File: config.mk
export PLATFORM = sky130hd
export DESIGN_NAME = tank_move_ctrl
export DESIGN_NICKNAME = d
export VERILOG_FILES = /design/src/rtl/tank_move_ctrl.sv
export SDC_FILE = /design/constraint.sdc
export NUM_CORES = 1
export LEC_CHECK = 0
export ABC_AREA = 0
export CORE_ASPECT_RATIO = 2
export CORE_UTILIZATION = 38
export DETAILED_ROUTE_END_ITERATION = 8
export GPL_TIMING_DRIVEN = 0
export PLACE_DENSITY = 0.68
export REMOVE_ABC_BUFFERS = 1
export SYNTH_ARGS = -nofsm -noshare
export SYNTH_HDL_FRONTEND = slang
export SYNTH_SLANG_ARGS = --single-unit
File: constraint.sdc
create_clock -name clk -period 2.75 [get_ports clk]
set_clock_uncertainty 0.05 [all_clocks]
set_input_delay 0.55 -clock clk [delete_from_list [all_inputs] [get_ports clk]]
set_output_delay 0.55 -clock clk [all_outputs]
set_load 0.005 [all_outputs]
File: src/rtl/tank_move_ctrl.sv
// tank_move_ctrl: frame-paced move/turn sequencer for the tank sprite drawer.
// Accepts one command at a time and commits it during vertical blanking.
module tank_move_ctrl #(
    parameter int X_INIT      = 376,
    parameter int Y_INIT      = 268,
    parameter int DIR_INIT    = 0,
    parameter int STEP        = 2,
    parameter int X_MAX       = 800,
    parameter int Y_MAX       = 600,
    parameter int TANK_W      = 48,
    parameter int TANK_L      = 64,
    parameter int TURN_FRAMES = 4
) (
    input  logic       clk,
    input  logic       rst_n,
    input  logic       vblnk_in,
    input  logic       move_req,
    input  logic [1:0] move_dir,
    output logic       move_ack,
    output logic       busy,
    output logic [9:0] xpos_tank_out,
    output logic [9:0] ypos_tank_out,
    output logic [1:0] direction_out,
    output logic       update_pulse
);

    localparam logic [2:0] S_IDLE   = 3'd0;
    localparam logic [2:0] S_PEND   = 3'd1;
    localparam logic [2:0] S_TURN   = 3'd2;
    localparam logic [2:0] S_MOVE   = 3'd3;
    localparam logic [2:0] S_COMMIT = 3'd4;

    localparam int CW = (TURN_FRAMES < 2) ? 1 : $clog2(TURN_FRAMES);
    localparam logic [CW-1:0] TURN_LAST = CW'(TURN_FRAMES - 1);

    localparam logic [9:0] STEP_V   = 10'(STEP);
    // Right/bottom limits of the top-left corner for each footprint.
    localparam logic [9:0] XL_NARROW = 10'(X_MAX - TANK_W);
    localparam logic [9:0] XL_WIDE   = 10'(X_MAX - TANK_L);
    localparam logic [9:0] YL_TALL   = 10'(Y_MAX - TANK_L);
    localparam logic [9:0] YL_SHORT  = 10'(Y_MAX - TANK_W);

    logic       q1;
    logic       q2;
    logic       tick;
    logic [2:0] state;
    logic [1:0] cmd_dir;
    logic [CW-1:0] turn_cnt;
    logic [9:0] cand_x;
    logic [9:0] cand_y;
    logic [1:0] cand_dir;
    logic [9:0] cur_lim_x;
    logic [9:0] cur_lim_y;
    logic [9:0] new_lim_x;
    logic [9:0] new_lim_y;
    logic [9:0] mv_x;
    logic [9:0] mv_y;
    logic [9:0] tn_x;
    logic [9:0] tn_y;

    assign tick = q1 & ~q2;

    // Directions 2/3 (left/right) lie the sprite on its long side.
    assign cur_lim_x = direction_out[1] ? XL_WIDE  : XL_NARROW;
    assign cur_lim_y = direction_out[1] ? YL_SHORT : YL_TALL;
    assign new_lim_x = cmd_dir[1] ? XL_WIDE  : XL_NARROW;
    assign new_lim_y = cmd_dir[1] ? YL_SHORT : YL_TALL;

    // Re-clamp the current position into the footprint of the new direction.
    assign tn_x = (xpos_tank_out > new_lim_x) ? new_lim_x : xpos_tank_out;
    assign tn_y = (ypos_tank_out > new_lim_y) ? new_lim_y : ypos_tank_out;

    // Candidate position for one step; overflow test done one bit wider.
    always_comb begin
        mv_x = xpos_tank_out;
        mv_y = ypos_tank_out;
        case (direction_out)
            2'd0: begin
                mv_y = (ypos_tank_out < STEP_V) ? 10'd0
                                                : ypos_tank_out - STEP_V;
            end
            2'd1: begin
                mv_y = (({1'b0, ypos_tank_out} + {1'b0, STEP_V})
                        > {1'b0, cur_lim_y}) ? cur_lim_y
                                             : ypos_tank_out + STEP_V;
            end
            2'd2: begin
                mv_x = (xpos_tank_out < STEP_V) ? 10'd0
                                                : xpos_tank_out - STEP_V;
            end
            default: begin
                mv_x = (({1'b0, xpos_tank_out} + {1'b0, STEP_V})
                        > {1'b0, cur_lim_x}) ? cur_lim_x
                                             : xpos_tank_out + STEP_V;
            end
        endcase
    end

    // Two-flop vblank synchroniser; its rising edge is the frame tick.
    always_ff @(posedge clk or negedge rst_n) begin
        if (!rst_n) begin
            q1 <= 1'b0;
            q2 <= 1'b0;
        end else begin
            q1 <= vblnk_in;
            q2 <= q1;
        end
    end

    // Command FSM: accept, wait for a frame, step or turn, then commit.
    always_ff @(posedge clk or negedge rst_n) begin
        if (!rst_n) begin
            state    <= S_IDLE;
            cmd_dir  <= 2'd0;
            turn_cnt <= '0;
            cand_x   <= 10'(X_INIT);
            cand_y   <= 10'(Y_INIT);
            cand_dir <= 2'(DIR_INIT);
            move_ack <= 1'b0;
            busy     <= 1'b0;
        end else begin
            move_ack <= 1'b0;
            case (state)
                S_IDLE: begin
                    if (move_req) begin
                        cmd_dir  <= move_dir;
                        move_ack <= 1'b1;
                        busy     <= 1'b1;
                        state    <= S_PEND;
                    end
                end
                S_PEND: begin
                    if (tick) begin
                        if (cmd_dir == direction_out) begin
                            state <= S_MOVE;
                        end else begin
                            turn_cnt <= '0;
                            state    <= S_TURN;
                        end
                    end
                end
                S_TURN: begin
                    if (turn_cnt == TURN_LAST) begin
                        cand_x   <= tn_x;
                        cand_y   <= tn_y;
                        cand_dir <= cmd_dir;
                        state    <= S_COMMIT;
                    end else if (tick) begin
                        turn_cnt <= turn_cnt + 1'b1;
                    end
                end
                S_MOVE: begin
                    cand_x   <= mv_x;
                    cand_y   <= mv_y;
                    cand_dir <= direction_out;
                    state    <= S_COMMIT;
                end
                S_COMMIT: begin
                    busy  <= 1'b0;
                    state <= S_IDLE;
                end
                default: begin
                    state <= S_IDLE;
                end
            endcase
        end
    end

    // Drawer-facing registers only move in COMMIT, flagged by update_pulse.
    always_ff @(posedge clk or negedge rst_n) begin
        if (!rst_n) begin
            xpos_tank_out <= 10'(X_INIT);
            ypos_tank_out <= 10'(Y_INIT);
            direction_out <= 2'(DIR_INIT);
            update_pulse  <= 1'b0;
        end else if (state == S_COMMIT) begin
            xpos_tank_out <= cand_x;
            ypos_tank_out <= cand_y;
            direction_out <= cand_dir;
            update_pulse  <= 1'b1;
        end else begin
            update_pulse  <= 1'b0;
        end
    end

endmodule

==> results of run 1 <==
==> power groups by stage <==
stage,Combinational (mW),Sequential (mW),Clock [mW]
floorplan,1.55,1.67,0
global placement,2.23,1.88,0
detailed placement,2.29,1.90,0
CTS,2.47,1.85,0.687
global route,2.89,1.91,0.711
finish,2.68,1.84,0.683
==> timing repair <==
item	4_1_cts	5_1_grt
endpoints found under the setup margin	17	12
resized for setup	12	11
setup buffers	8	6
cloned	0	1
pin swaps	2	3
==> through the flow <==
step                TNS [ns]  setup slack, ns  power [mW]  hold slack (ns)  cell area (um^2)
floorplan              -4.47           -0.292        3.23            0.204              3800
detailed placement     -9.01           -0.708        4.19            0.340              4310
global route         -0.0408          -0.0408        5.51            0.165              4660
global placement      -78.01            -1.83        4.11            0.314              4270
CTS                        0          0.00303        5.00            0.134              4570
finish                     0           0.0593        5.20            0.116              4660
==> critical path, cell delays in order, from the launching register on <==
cell      delay, ns
dfstp_2        0.56
ha_4           0.16
and2_4         0.15
nand2_1        0.08
xnor2_2        0.18
ha_1           0.33
nand3_2        0.10
and4_1         0.17
o21a_2         0.24
o311a_1        0.30
a311oi_1       0.26
==> synthesized netlist by cell type (4+ instances only) <==
library cell / instances
xor2_1: 9
xnor2_1: 6
a21o_1: 4
nand4_1: 6
buf_2: 6
nor4_1: 7
o211ai_1: 4
mux2_2: 15
nand3_1: 17
o21ai_0: 33
a311oi_1: 5
dfstp_2: 16
a22oi_1: 6
a211oi_1: 4
or3_1: 6
nor2_1: 33
mux2i_1: 6
ha_1: 13
inv_1: 13
a21oi_1: 24
nand3b_1: 5
clkbuf_1: 25
dfrtp_1: 40
nor3_1: 16
nand2_1: 48
and3_1: 7
nand2b_1: 8
a31oi_1: 13
==> routing by layer <==
metal	vias to the layer above	wire length, um	GRT usage, %
met1	1837	4390	25.0
met2	164	6440	40.4
li1	1756	-	-
met5	-	0	0
met3	59	508	2.14
met4	0	685	13.0
==> sequential cells by signal, summed over array words and instances, names as in the netlist <==
register       count
cand_y            10
xpos_tank_out     10
cand_x            10
update_pulse       1
direction_out      2
cand_dir           2
q1                 1
busy               1
move_ack           1
ypos_tank_out     10
cmd_dir            2
state              3
q2                 1
turn_cnt           2
==> area by class of cell <==
cell class | count | area [um^2] | area share (%)
clock buffer | 5 | 125 | 2.68
clock inverter | 3 | 25.0 | 0.537
inverter | 14 | 63.8 | 1.37
multi-input combinational | 357 | 2390 | 51.3
sequential | 56 | 1440 | 30.8
tap | 135 | 169 | 3.62
timing repair buffer | 47 | 447 | 9.58
timing repair inverter | 1 | 5.00 | 0.107
==> cell usage in the layout, fill, tap and decap left out, types with 5 or more instances in the layout <==
cell type / n
a21oi_1: 24
a22oi_1: 6
a31oi_1: 12
and3_1: 7
buf_4: 13
clkbuf_16: 5
clkdlybuf4s50_1: 29
dfrtp_1: 34
dfrtp_2: 5
dfstp_2: 15
ha_1: 12
inv_1: 11
mux2_2: 15
mux2i_1: 6
nand2_1: 48
nand2b_1: 8
nand3_1: 16
nand3b_1: 5
nand4_1: 6
nor2_1: 32
nor3_1: 16
nor4_1: 7
o21ai_0: 33
or3_1: 6
xnor2_1: 5
xor2_1: 9
==> logic make-up (layout without fill, tap and decap cells) <==
| kind of cell | count (synthesis) | after routing | synth area share, % |
|---|---|---|---|
| AO/OA/AOI/OAI | 131 | 131 | 22.5 |
| AND/OR/NAND/NOR | 177 | 177 | 23.1 |
| XOR/XNOR | 15 | 15 | 3.32 |
| multiplexers | 21 | 21 | 5.79 |
| flip-flops | 56 | 56 | 36.0 |
| buffers and inverters | 50 | 70 | 5.16 |
| adder cells (fa/ha/maj) | 13 | 13 | 4.12 |
==> worst min-delay path by stage <==
stage | from | endpoint | cells past startpoint
floorplan | rst_n | busy | 0
global placement | q1 | q2 | 0
detailed placement | q1 | q2 | 0
CTS | rst_n | ypos_tank_out[6] | 1
global route | rst_n | cand_y[4] | 1
finish | rst_n | cand_y[1] | 1
==> results.yml, run 1 <==
critical_path:
  crit_arrival_ns: 2.83
  path_class: "reg2reg"
  r2r_slack_ns: 0.06
  crit_path_end: "cand_y[4]"
  regToRegStartpoint: "ypos_tank_out[2]"
  crit_fanout: 6
  rr_endpoint: "cand_y[4]"
  worstSetupEndpointType: "register"
  worstPathRequired_ns: 2.89
  r2r_cells: 10
  start_kind: "register"
  startpoint: "ypos_tank_out[2]"
floorplan:
  io_pins: 31
  core_um2: 10100
  initial_utilization_pct: 39.2
  row_count: 52
  die_h_um: 146
  fp.dieW_um: 74.1
  die_area_um2: 10800
sta:
  max_freq_ghz: 0.372
  slew_violations: 0
  hold_viol: 0
  setup_viol: 0
  max_slew.worst_pin.slew_ns: 0.838
  finalCriticalPeriod_ns: 2.69
  min_period_over_period_pct: 97.8
  slew_headroom_pct: 44.1
pwr:
  p_sw_mw: 2.44
  power_leakage_nw: 1.78
  combPwrFrac_pct: 51.5
  swShare_pct: 47.0
  seqPwrFrac_pct: 35.4
  power_density_nw_per_um2: 1120
  p_int_mw: 2.76
  clkPwrFrac_pct: 13.1
  ir_drop_uv: 422
hold_path:
  hold_class: "in2async"
place:
  place_congestion: 0.885
  io_buffer_count: 30
  hpwlAfterDp_um: 8070
  place_inst: 595
drt:
  ant_nets: 0
  vias: 3816
  wire_per_inst_um: 19.5
  drc: 0
  wirelength_um: 12000
  dr.pass1.iters: 5
  drt-initial-drc-count: 318
  vias_per_cell: 6.17
logic_synthesis:
  ys_warn_count: 0
  synth_top_area_cell: "dfrtp_1"
  synth_area_um2: 3950
  synth_area_leaders: "dfrtp_1, dfstp_2, nand2_1"
  synthCells: 463
  async_flop_share_pct: 100
  avgSynthCellArea_um2: 8.54
  synth_edf_count: 0
  synth_seq_cells: 56
  synth_flop_cell: "dfrtp_1"
  synth.distinct_cells: 71
  yosysSeqAreaShare_pct: 36.0
  synth_top_area_share_pct: 25.3
status:
  status: "completed"
clock_network:
  worstSkewPairLatency_ns: 0.30
  ctsHoldBuffers: 0
  numCtsBuffers: 5
  htreeDepth: 2
  cts_buffer_depth: 2
  clock_sinks: 56
  cts_tree: "built"
  clock-root-buffer: "clkbuf_16"
  clk_pin_slew_worst_paths_ns: 0.08
global_route:
  grt_pass1_wl_um: 18900
  grt_max_degree: 42
  grt_pass1_vias: 3713
  grt_usage_pct: 22.7
  antenna_found_initial: 0
  overflow: 0
finish:
  antennaDiodeCount: 0
  final_util_pct: 46.2
  fin_cells: 618
  drive_gt1_share_pct: 18.2
  fillers: 991
  nets: 501
  area_growth_pct: 17.9
run:
  drv_cap: 0
(Power assumes the default switching activity.)
==> inputs of run 2 (changes only) <==
--- a/config.mk
+++ b/config.mk
@@ -10,8 +10,8 @@
 export CORE_UTILIZATION = 38
 export DETAILED_ROUTE_END_ITERATION = 8
 export GPL_TIMING_DRIVEN = 0
-export PLACE_DENSITY = 0.68
 export REMOVE_ABC_BUFFERS = 1
+export SETUP_SLACK_MARGIN = 0.05
 export SYNTH_ARGS = -nofsm -noshare
 export SYNTH_HDL_FRONTEND = slang
 export SYNTH_SLANG_ARGS = --single-unit
==> run 2 against run 1 <==
  * Register-to-register slack improved by 0.07 ns
  * First-iteration DRC count fell by 36%
  * Largest power group unchanged
  * Cell area rose by 0.86%
  * Global-route usage rose by 0.30 points
  * Critical path type unchanged
  * Critical endpoint is now cand_y[7]
  * Sequential power barely moved
==> results.yml, run 2 (synthesis results as in run 1) <==
critical_path:
  path_class: "reg2reg"
  critPathSlowestCell: "or4b_2"
  worstPathRequired_ns: 2.89
  r2r_cells: 9
  crit_arrival_ns: 2.77
  crit_chain: "buf_4 > inv_1 > ha_2 > or4b_2 > o21ai_0 > nor2_1 > a211oi_2 > nand3_1 > a22o_1"
  worst_path_largest_cell_delay_ns: 0.64
  crit_fanout: 12
  start_kind: "register"
  worstSetupEndpointType: "register"
floorplan:
  row_count: 52
  initial_utilization_pct: 39.2
  fp.dieW_um: 74.1
  io_pins: 31
  die_area_um2: 10800
  die_h_um: 146
  core_um2: 10100
pwr:
  power_leakage_nw: 1.80
  ir_drop_uv: 433
  power.total_mw: 5.15
  power_density_nw_per_um2: 1100
clock_network:
  clk_pin_slew_worst_paths_ns: 0.07
  numCtsBuffers: 5
  clock-root-buffer: "clkbuf_16"
  cts_tree: "built"
  htreeDepth: 2
  worstSkewPairLatency_ns: 0.30
  cts_buffer_depth: 2
  clock_sinks: 56
drt:
  dr.pass1.iters: 7
  vias: 3791
  wirelength_um: 12000
  wire_per_inst_um: 19.3
  drt-initial-drc-count: 205
  ant_nets: 0
  vias_per_cell: 6.10
  drc: 0
place:
  hpwlAfterDp_um: 8130
  place_ws_ns: -0.709
  io_buffer_count: 30
  place_congestion: 0.864
sta:
  slew_violations: 0
  holdWs_ns: 0.151
  slew_headroom_pct: 43.8
  max_freq_ghz: 0.381
  hold_viol: 0
  max_slew.worst_pin.slew_ns: 0.832
  min_period_over_period_pct: 95.5
  rsz0062_at_grt: "yes"
  setup_viol: 0
  finalCriticalPeriod_ns: 2.63
  setup_ws_ns: 0.125
global_route:
  gr-usage-met3_pct: 1.86
  grt_pass1_vias: 3712
  top_usage_layer: "met2"
  grt_pass1_wl_um: 19100
  grt_max_degree: 38
  grt_use_met1_pct: 25.1
  overflow: 0
  grt_usage_pct: 23.0
  antenna_found_initial: 0
  grt_use_met2_pct: 41.0
hold_path:
  hold_class: "in2async"
finish:
  layout_commonest_cell: "nand2_1"
  area_growth_pct: 19.0
  layout_common_cells: "nand2_1, dfrtp_1, nor2_1, o21ai_0, clkdlybuf4s50_1"
  nets: 504
  fillers: 1001
  drive_gt1_share_pct: 19.3
  antennaDiodeCount: 0
status:
  status: "completed"
run:
  drv_cap: 0
## run 2: worst paths after layout
check                                      start         to  slack [ns]
worst max register to register  ypos_tank_out[1]  cand_y[7]        0.12
min in group clk                              q1         q2        0.33
max in group asynchronous                  rst_n  cand_x[5]        1.87
worst min-delay path                       rst_n  cand_x[1]        0.15
worst min register to register                q1         q2        0.33
worst max-delay path            ypos_tank_out[1]  cand_y[7]        0.12
## run 2: metal layers
metal | share of wire, % | wire (um) | vias to the layer above
met3 | 3.0 | 365 | 49
met5 | 0 | 0 | -
met2 | 54 | 6510 | 119
met4 | 5.4 | 648 | 0
met1 | 37 | 4470 | 1867
li1 | - | - | 1756
## run 2: worst max-delay path, delay by kind of cell, from the launching register on
| kind | cells | cell delay [ns] |
|---|---|---|
| buf+inv | 2 | 0.32 |
| compound gates | 3 | 0.63 |
| fa+ha+maj | 1 | 0.24 |
| flops | 1 | 0.43 |
| simple gates | 3 | 0.84 |
## run 2: power breakdown
| part | leakage [nW] | internal (mW) | switching (mW) |
|---|---|---|---|
| registers | 0.671 | 1.22 | 0.611 |
| clock network | 0.0741 | 0.365 | 0.295 |
| logic | 1.05 | 1.20 | 1.46 |
| total | 1.80 | 2.78 | 2.37 |
## run 2: per-stage QoR
stage          utilization (%)  instance area, um^2  std cells  setup TNS [ns]
2_1_floorplan                -                 3800        427           -4.47
3_3_place_gp              42.3                 4270        592          -76.48
3_5_place_dp              42.8                 4310        595           -9.73
4_1_cts                   45.6                 4600        612               0
5_1_grt                   46.6                 4700        621               0
6_report                  46.6                 4700        621               0
## run 2: cell type report
type | instances | area [um^2] | area share (%)
Timing Repair Buffer | 50 | 469 | 9.98
Clock buffer | 7 | 143 | 3.03
Inverter | 14 | 60.1 | 1.28
Timing Repair inverter | 1 | 5.00 | 0.106
Sequential cell | 56 | 1440 | 30.5
Clock inverter | 1 | 8.76 | 0.186
Multi-Input combinational cell | 357 | 2410 | 51.3
Tap cell | 135 | 169 | 3.59
## run 2: what timing repair did
action                                  in CTS  in global routing
endpoints found under the setup margin      19                 15
setup buffers                                9                  8
gates resized for setup                     15                 14
pin swaps                                    6                  8
cloned                                       0                  1
hold buffers                                 0                  0
==> RTL change 1, RTL diff (settings of run 1) <==
Set the parameter `TURN_FRAMES` to 8 (it was 4).
--- a/src/rtl/tank_move_ctrl.sv
+++ b/src/rtl/tank_move_ctrl.sv
@@ -11,3 +11,3 @@
     parameter int TANK_L      = 64,
-    parameter int TURN_FRAMES = 4
+    parameter int TURN_FRAMES = 8
 ) (
Function: same outputs for any inputs over 10 cycles, from zero or initial values and one cycle with rst_n low; that may be too few to reach the edited logic, so the function may still have changed.
==> RTL change 1 against run 1 <==
Setup slack worse by 0.026 ns; synthesized cell count shrank 1.7%; sequential share of layout area down 0.30 points; sequential cell count grew 1; highest routed layer unchanged; cell area rose by 2.7%; routed wire length is 5.2% lower; synthesized area decreased by 2.0%; count of clock-buffer cells in the layout is 5 higher; first-iteration DRC count increased by 17%; total power grew 8.2%.
==> RTL change 1: results (changes against run 1) <==
- Global-route wire length before repair: 18210 um (-3.7%)
- Number of global-route vias before repair: 3645 (-1.8%)
- Initial antenna violation count: 0 (unchanged)
- Worst slew margin: 23.57% (-21 points)
- Placeable core region: 9827 sq um (-2.6%)
- Reg clk slew, reported paths: 0.05 ns (-0.03 ns)
- Final #Nets: 498 (-0.60%)
- Crit-path max FO: 5 (-1)
- Final WL: 11390 um (-5.2%)
- Number of DRC markers in iteration 0: 372 (+17%)
- Max incr delay on CP: 0.58 ns (+0.02 ns)
- Critical R2R Capture: cand_y[8]
- Largest net degree at the start of global routing: 34 (-19%)
- DR vias/cell: 6.085 (-1.5%)
- Number of fillers in the final layout: 943 (-4.8%)
- R2R depth: 9 (-1)
- Register area share after synthesis: 37.33% (+1.4 points)
- Total leakage power: 0.001882 uW (+5.7%)
- GR Util All Layers: 22.97% (+0.31 points)
- Worst Hold Class: in2async
- Reg-to-reg slack, setup: 0.03 ns (-0.03 ns)
- DPL Wire Length: 7785 um (-3.5%)
- Worst path arrival time: 2.92 ns (+0.09 ns)
- Dominant cells by area after synthesis: dfrtp_1, dfstp_2, o21ai_0
- WHS: 0.1578 ns (+0.04164 ns)
- Initial DRT Pass Iterations: 6 (+1)
- # port buffers: 30 (unchanged)
- Pre-CTS WS: -0.6101 ns (+0.09806 ns)
- VDD IR-drop max: 0.4968 mV (+18%)
- GP Congestion: 0.9318 (+5.3%)
- Cell Int Power: 3292 uW (+19%)
- Status: finished clean
- Latest clock arrival within the worst-skew pair: 0.33 ns (+0.03 ns)
- H-tree Lvls: 3 (+1)
- CTS buffer count: 9 (+4)
- Share of cells above drive strength 1: 17.60% (-0.62 points)
-- RTL change 1: cell types whose count changed after synthesis, moves of 5 or more --
cell / run 1 / this run
and3_1: 7 / 1
inv_1: 13 / 18
nor2_1: 33 / 25
o21ai_0: 33 / 39
o22ai_1: 2 / 7
xnor2_1: 6 / 11
-- RTL change 1: routing by layer --
metal	share of wire [%]	GRT usage, %
met1	35	22.98
met2	53	40.89
met3	4.3	3.878
met4	6.8	18.02
met5	0	0
-- RTL change 1: how the worst max path moves through the flow --
| stage | start | slack, ns | end | cells after the start |
|---|---|---|---|---|
| global placement | state[1] | -1.71 | ypos_tank_out[1] | 2 |
| global route | ypos_tank_out[2] | -0.02 | cand_y[1] | 10 |
| floorplan | state[1] | -0.28 | direction_out[0] | 2 |
| CTS | ypos_tank_out[3] | 0.01 | cand_y[8] | 8 |
| detailed placement | direction_out[1] | -0.61 | cand_y[8] | 7 |
| finish | ypos_tank_out[2] | 0.03 | cand_y[8] | 9 |
-- RTL change 1: logic make-up after synthesis --
family	share of synthesized area [%]
and+or+nand+nor	21.57
AOI/OAI and AO/OA	22.05
DFF	37.33
buffers and inverters	5.553
muxes	5.360
xor gates and xnor gates	3.616
adders and majority gates	4.521
-- RTL change 1: cell type report --
class | instances | area, sq um | area share [%]
inverters | 18 | 71.32 | 1.490
clock buffers | 10 | 229.0 | 4.784
flip-flops and latches | 57 | 1459 | 30.48
clock inverters | 6 | 107.6 | 2.248
multi-input cells | 344 | 2296 | 47.97
well taps | 132 | 165.2 | 3.451
repair buffers | 48 | 457.9 | 9.569
-- RTL change 1: worst max-delay path: cells and delay by family, from the launching register on --
family / cells / cell delay [ns]
AOI/OAI and AO/OA: 3 / 0.71
xor gates and xnor gates: 1 / 0.17
adders and majority gates: 2 / 0.51
DFF: 1 / 0.58
and+or+nand+nor: 3 / 0.62
-- RTL change 1: what timing repair did --
action,4_1_cts,5_1_grt
resized for setup,11,12
pin swaps,1,8
gates cloned,0,0
hold buffers,0,0
setup buffers,4,11
endpoints found under the setup margin,16,13
-- RTL change 1: power by group through the flow --
stage               sequential (uW)  combinational (uW)  clock [uW]
floorplan                      1690                1490           0
global placement               1880                2120           0
detailed placement             1890                2200           0
CTS                            1880                2320        1280
global route                   1960                2720        1320
finish                         1900                2460        1260
-- RTL change 1: per-stage QoR --
step,instances,utilization [%],power [uW],instance area [sq um]
global route,615,48.70,5997,4786
CTS,604,47.43,5489,4661
finish,615,48.70,5626,4786
global placement,581,42.67,3999,4193
floorplan,419,-,3176,3727
detailed placement,584,43.14,4082,4239
==> RTL change 2, RTL diff (config.mk and constraints of run 1) <==
Made on the original files. Make the reset (`rst_n`) synchronous in 3 clocked blocks.
--- a/src/rtl/tank_move_ctrl.sv
+++ b/src/rtl/tank_move_ctrl.sv
@@ -99,3 +99,3 @@
     // Two-flop vblank synchroniser; its rising edge is the frame tick.
-    always_ff @(posedge clk or negedge rst_n) begin
+    always_ff @(posedge clk) begin
         if (!rst_n) begin
@@ -110,3 +110,3 @@
     // Command FSM: accept, wait for a frame, step or turn, then commit.
-    always_ff @(posedge clk or negedge rst_n) begin
+    always_ff @(posedge clk) begin
         if (!rst_n) begin
@@ -169,3 +169,3 @@
     // Drawer-facing registers only move in COMMIT, flagged by update_pulse.
-    always_ff @(posedge clk or negedge rst_n) begin
+    always_ff @(posedge clk) begin
         if (!rst_n) begin
Check against the original RTL: differs if rst_n is asserted again (counterexample within 4 cycles, from zero or initial values and one cycle with rst_n low); with rst_n held inactive, the same outputs for 10 cycles.
==> RTL change 2 against run 1 <==
Cell area shrank 7.9%; largest cell class unchanged; highest routed layer unchanged; setup slack worse by 0.00053 ns; synthesized area down 3.7%; routed wire length decreased by 4.4%; utilization down 2.0 points; sequential cell count stayed put; cell count is 4.0% higher.
Power is left out: it rests on default switching activity, and per cell area and clock period it moved more than threefold.
==> RTL change 2: results (changes against run 1) <==
- Status: finished clean
- Count of different cell masters after synthesis: 71 (unchanged)
- Latest clock arrival within the worst-skew pair: 0.30 ns (about the same)
- Largest net degree at the start of global routing: 29 (-31%)
- Initial antenna violation count: 0 (unchanged)
- DP Area: 4048 sq um (-6.2%)
- GR Util All Layers: 23.09% (+0.43 points)
- Number of global-route vias before repair: 3800 (+2.3%)
- H-tree Lvls: 2 (unchanged)
- Worst-Margin Slew: 1.160 ns (+0.3215 ns)
- Synth cell count leaders: nand2_1, dfxtp_1, a21oi_1
- CTS buffer count: 5 (unchanged)
- Max-cap viol count: 0 (unchanged)
- Worst Hold Class: reg2reg
- Share of cells above drive strength 1: 7.632% (-11 points)
- Synth warn: 0 (unchanged)
- Reg clk slew, reported paths: 0.07 ns
- DPL Wire Length: 7730 um (-4.2%)
- # hold bufs at CTS: 0 (unchanged)
- Final #Nets: 529 (+5.6%)
- # port buffers: 30 (unchanged)
- Maximum clock insertion buffer count: 2 (unchanged)
- Global-route wire length before repair: 18820 um (-0.40%)
- Final WL: 11490 um (-4.4%)
- Ys async rst share: 0% (-100 points)
- Crit-path max FO: 25 (+19)
- GP Congestion: 0.9106 (+2.9%)
- DR vias/cell: 6.078 (-1.6%)
- Number of DRC markers in iteration 0: 409 (+29%)
- Initial DRT Pass Iterations: 7 (+2)
- Dominant cells by area after synthesis: dfxtp_1, nand2_1, a21oi_1
- Antenna fix cells: 0 (unchanged)
- Register area share after synthesis: 29.46% (-6.5 points)
- Slowest-stage cell, CP: dfxtp_4
- Max incr delay on CP: 0.55 ns
- Worst path arrival time: 2.82 ns (about the same)
- Root Driver: clkbuf_16
## RTL change 2: cell types whose count changed in the layout (fill, tap and decap cells not counted), moves of 9 or more
| cell | before | now |
|---|---|---|
| dfxtp_1 | 0 | 47 |
| nand2_1 | 48 | 83 |
| dfrtp_1 | 34 | 0 |
| a21oi_1 | 24 | 52 |
| dfstp_2 | 15 | 0 |
| mux2_2 | 15 | 0 |
| o21ai_0 | 33 | 22 |
| buf_4 | 13 | 4 |
| nor2_1 | 32 | 41 |
## RTL change 2: repair_timing
item / 4_1_cts / 5_1_grt
resized for setup: 18 / 7
setup buffers: 0 / 4
setup endpoints to repair: 37 / 7
## RTL change 2: metal layers
layer | up-vias | GRT usage (%) | wire length [um]
met1 | 1809 | 24.43 | 4122
met5 | - | 0 | 0
met4 | 0 | 16.20 | 576
met3 | 51 | 3.436 | 717
met2 | 207 | 40.78 | 6071
li1 | 1841 | - | -
## RTL change 2: layout make-up
class                           instances  area [sq um]
Sequential cell                        56          1142
Fill cell                             986          5405
Timing Repair Buffer                   35         345.3
Inverter                               12         47.55
Clock inverter                          1         8.758
Clock buffer                            7         132.6
Multi-Input combinational cell        400          2452
Tap cell                              132         165.2
## RTL change 2: cells by family (layout without fill, tap and decap cells)
family / Yosys count / count (layout) / synth area share [%]
AO/OA/AOI/OAI: 145 / 145 / 24.93
flip-flops: 56 / 56 / 29.46
multiplexers: 6 / 6 / 1.578
XOR/XNOR: 15 / 15 / 3.453
AND/OR/NAND/NOR: 221 / 221 / 28.77
buffers and inverters: 56 / 55 / 7.531
adder cells (fa/ha/maj): 13 / 13 / 4.275
## RTL change 2: per-stage QoR
stage | std cells | worst slack (ns) | hold slack, ns | utilization, % | TNS [ns]
5_1_grt | 643 | 0.001301 | 0.4238 | 44.27 | 0
4_1_cts | 639 | 0.02288 | 0.3989 | 43.72 | 0
3_3_place_gp | 630 | -1.005 | 0.3850 | 41.54 | -28.59
3_5_place_dp | 631 | -1.060 | 0.3947 | 41.73 | -25.46
6_report | 643 | 0.05881 | 0.3993 | 44.27 | 0
2_1_floorplan | 468 | 0.05759 | 0.3775 | - | 0
## RTL change 2: worst paths after layout
check	endpoint	cells after the start	slack, ns	startpoint
worst max-delay path	cand_y[4]	8	0.06	direction_out[1]
worst min-delay path	ypos_tank_out[4]	2	0.40	cand_y[4]
worst max register to register	cand_y[4]	8	0.06	direction_out[1]
worst min register to register	ypos_tank_out[4]	2	0.40	cand_y[4]
## RTL change 2: worst max-delay path, delay by kind of cell, from the launching register on
family | cells | cell delay [ns]
compound gates | 4 | 0.99
flops | 1 | 0.55
buf+inv | 1 | 0.29
fa+ha+maj | 1 | 0.38
simple gates | 2 | 0.29
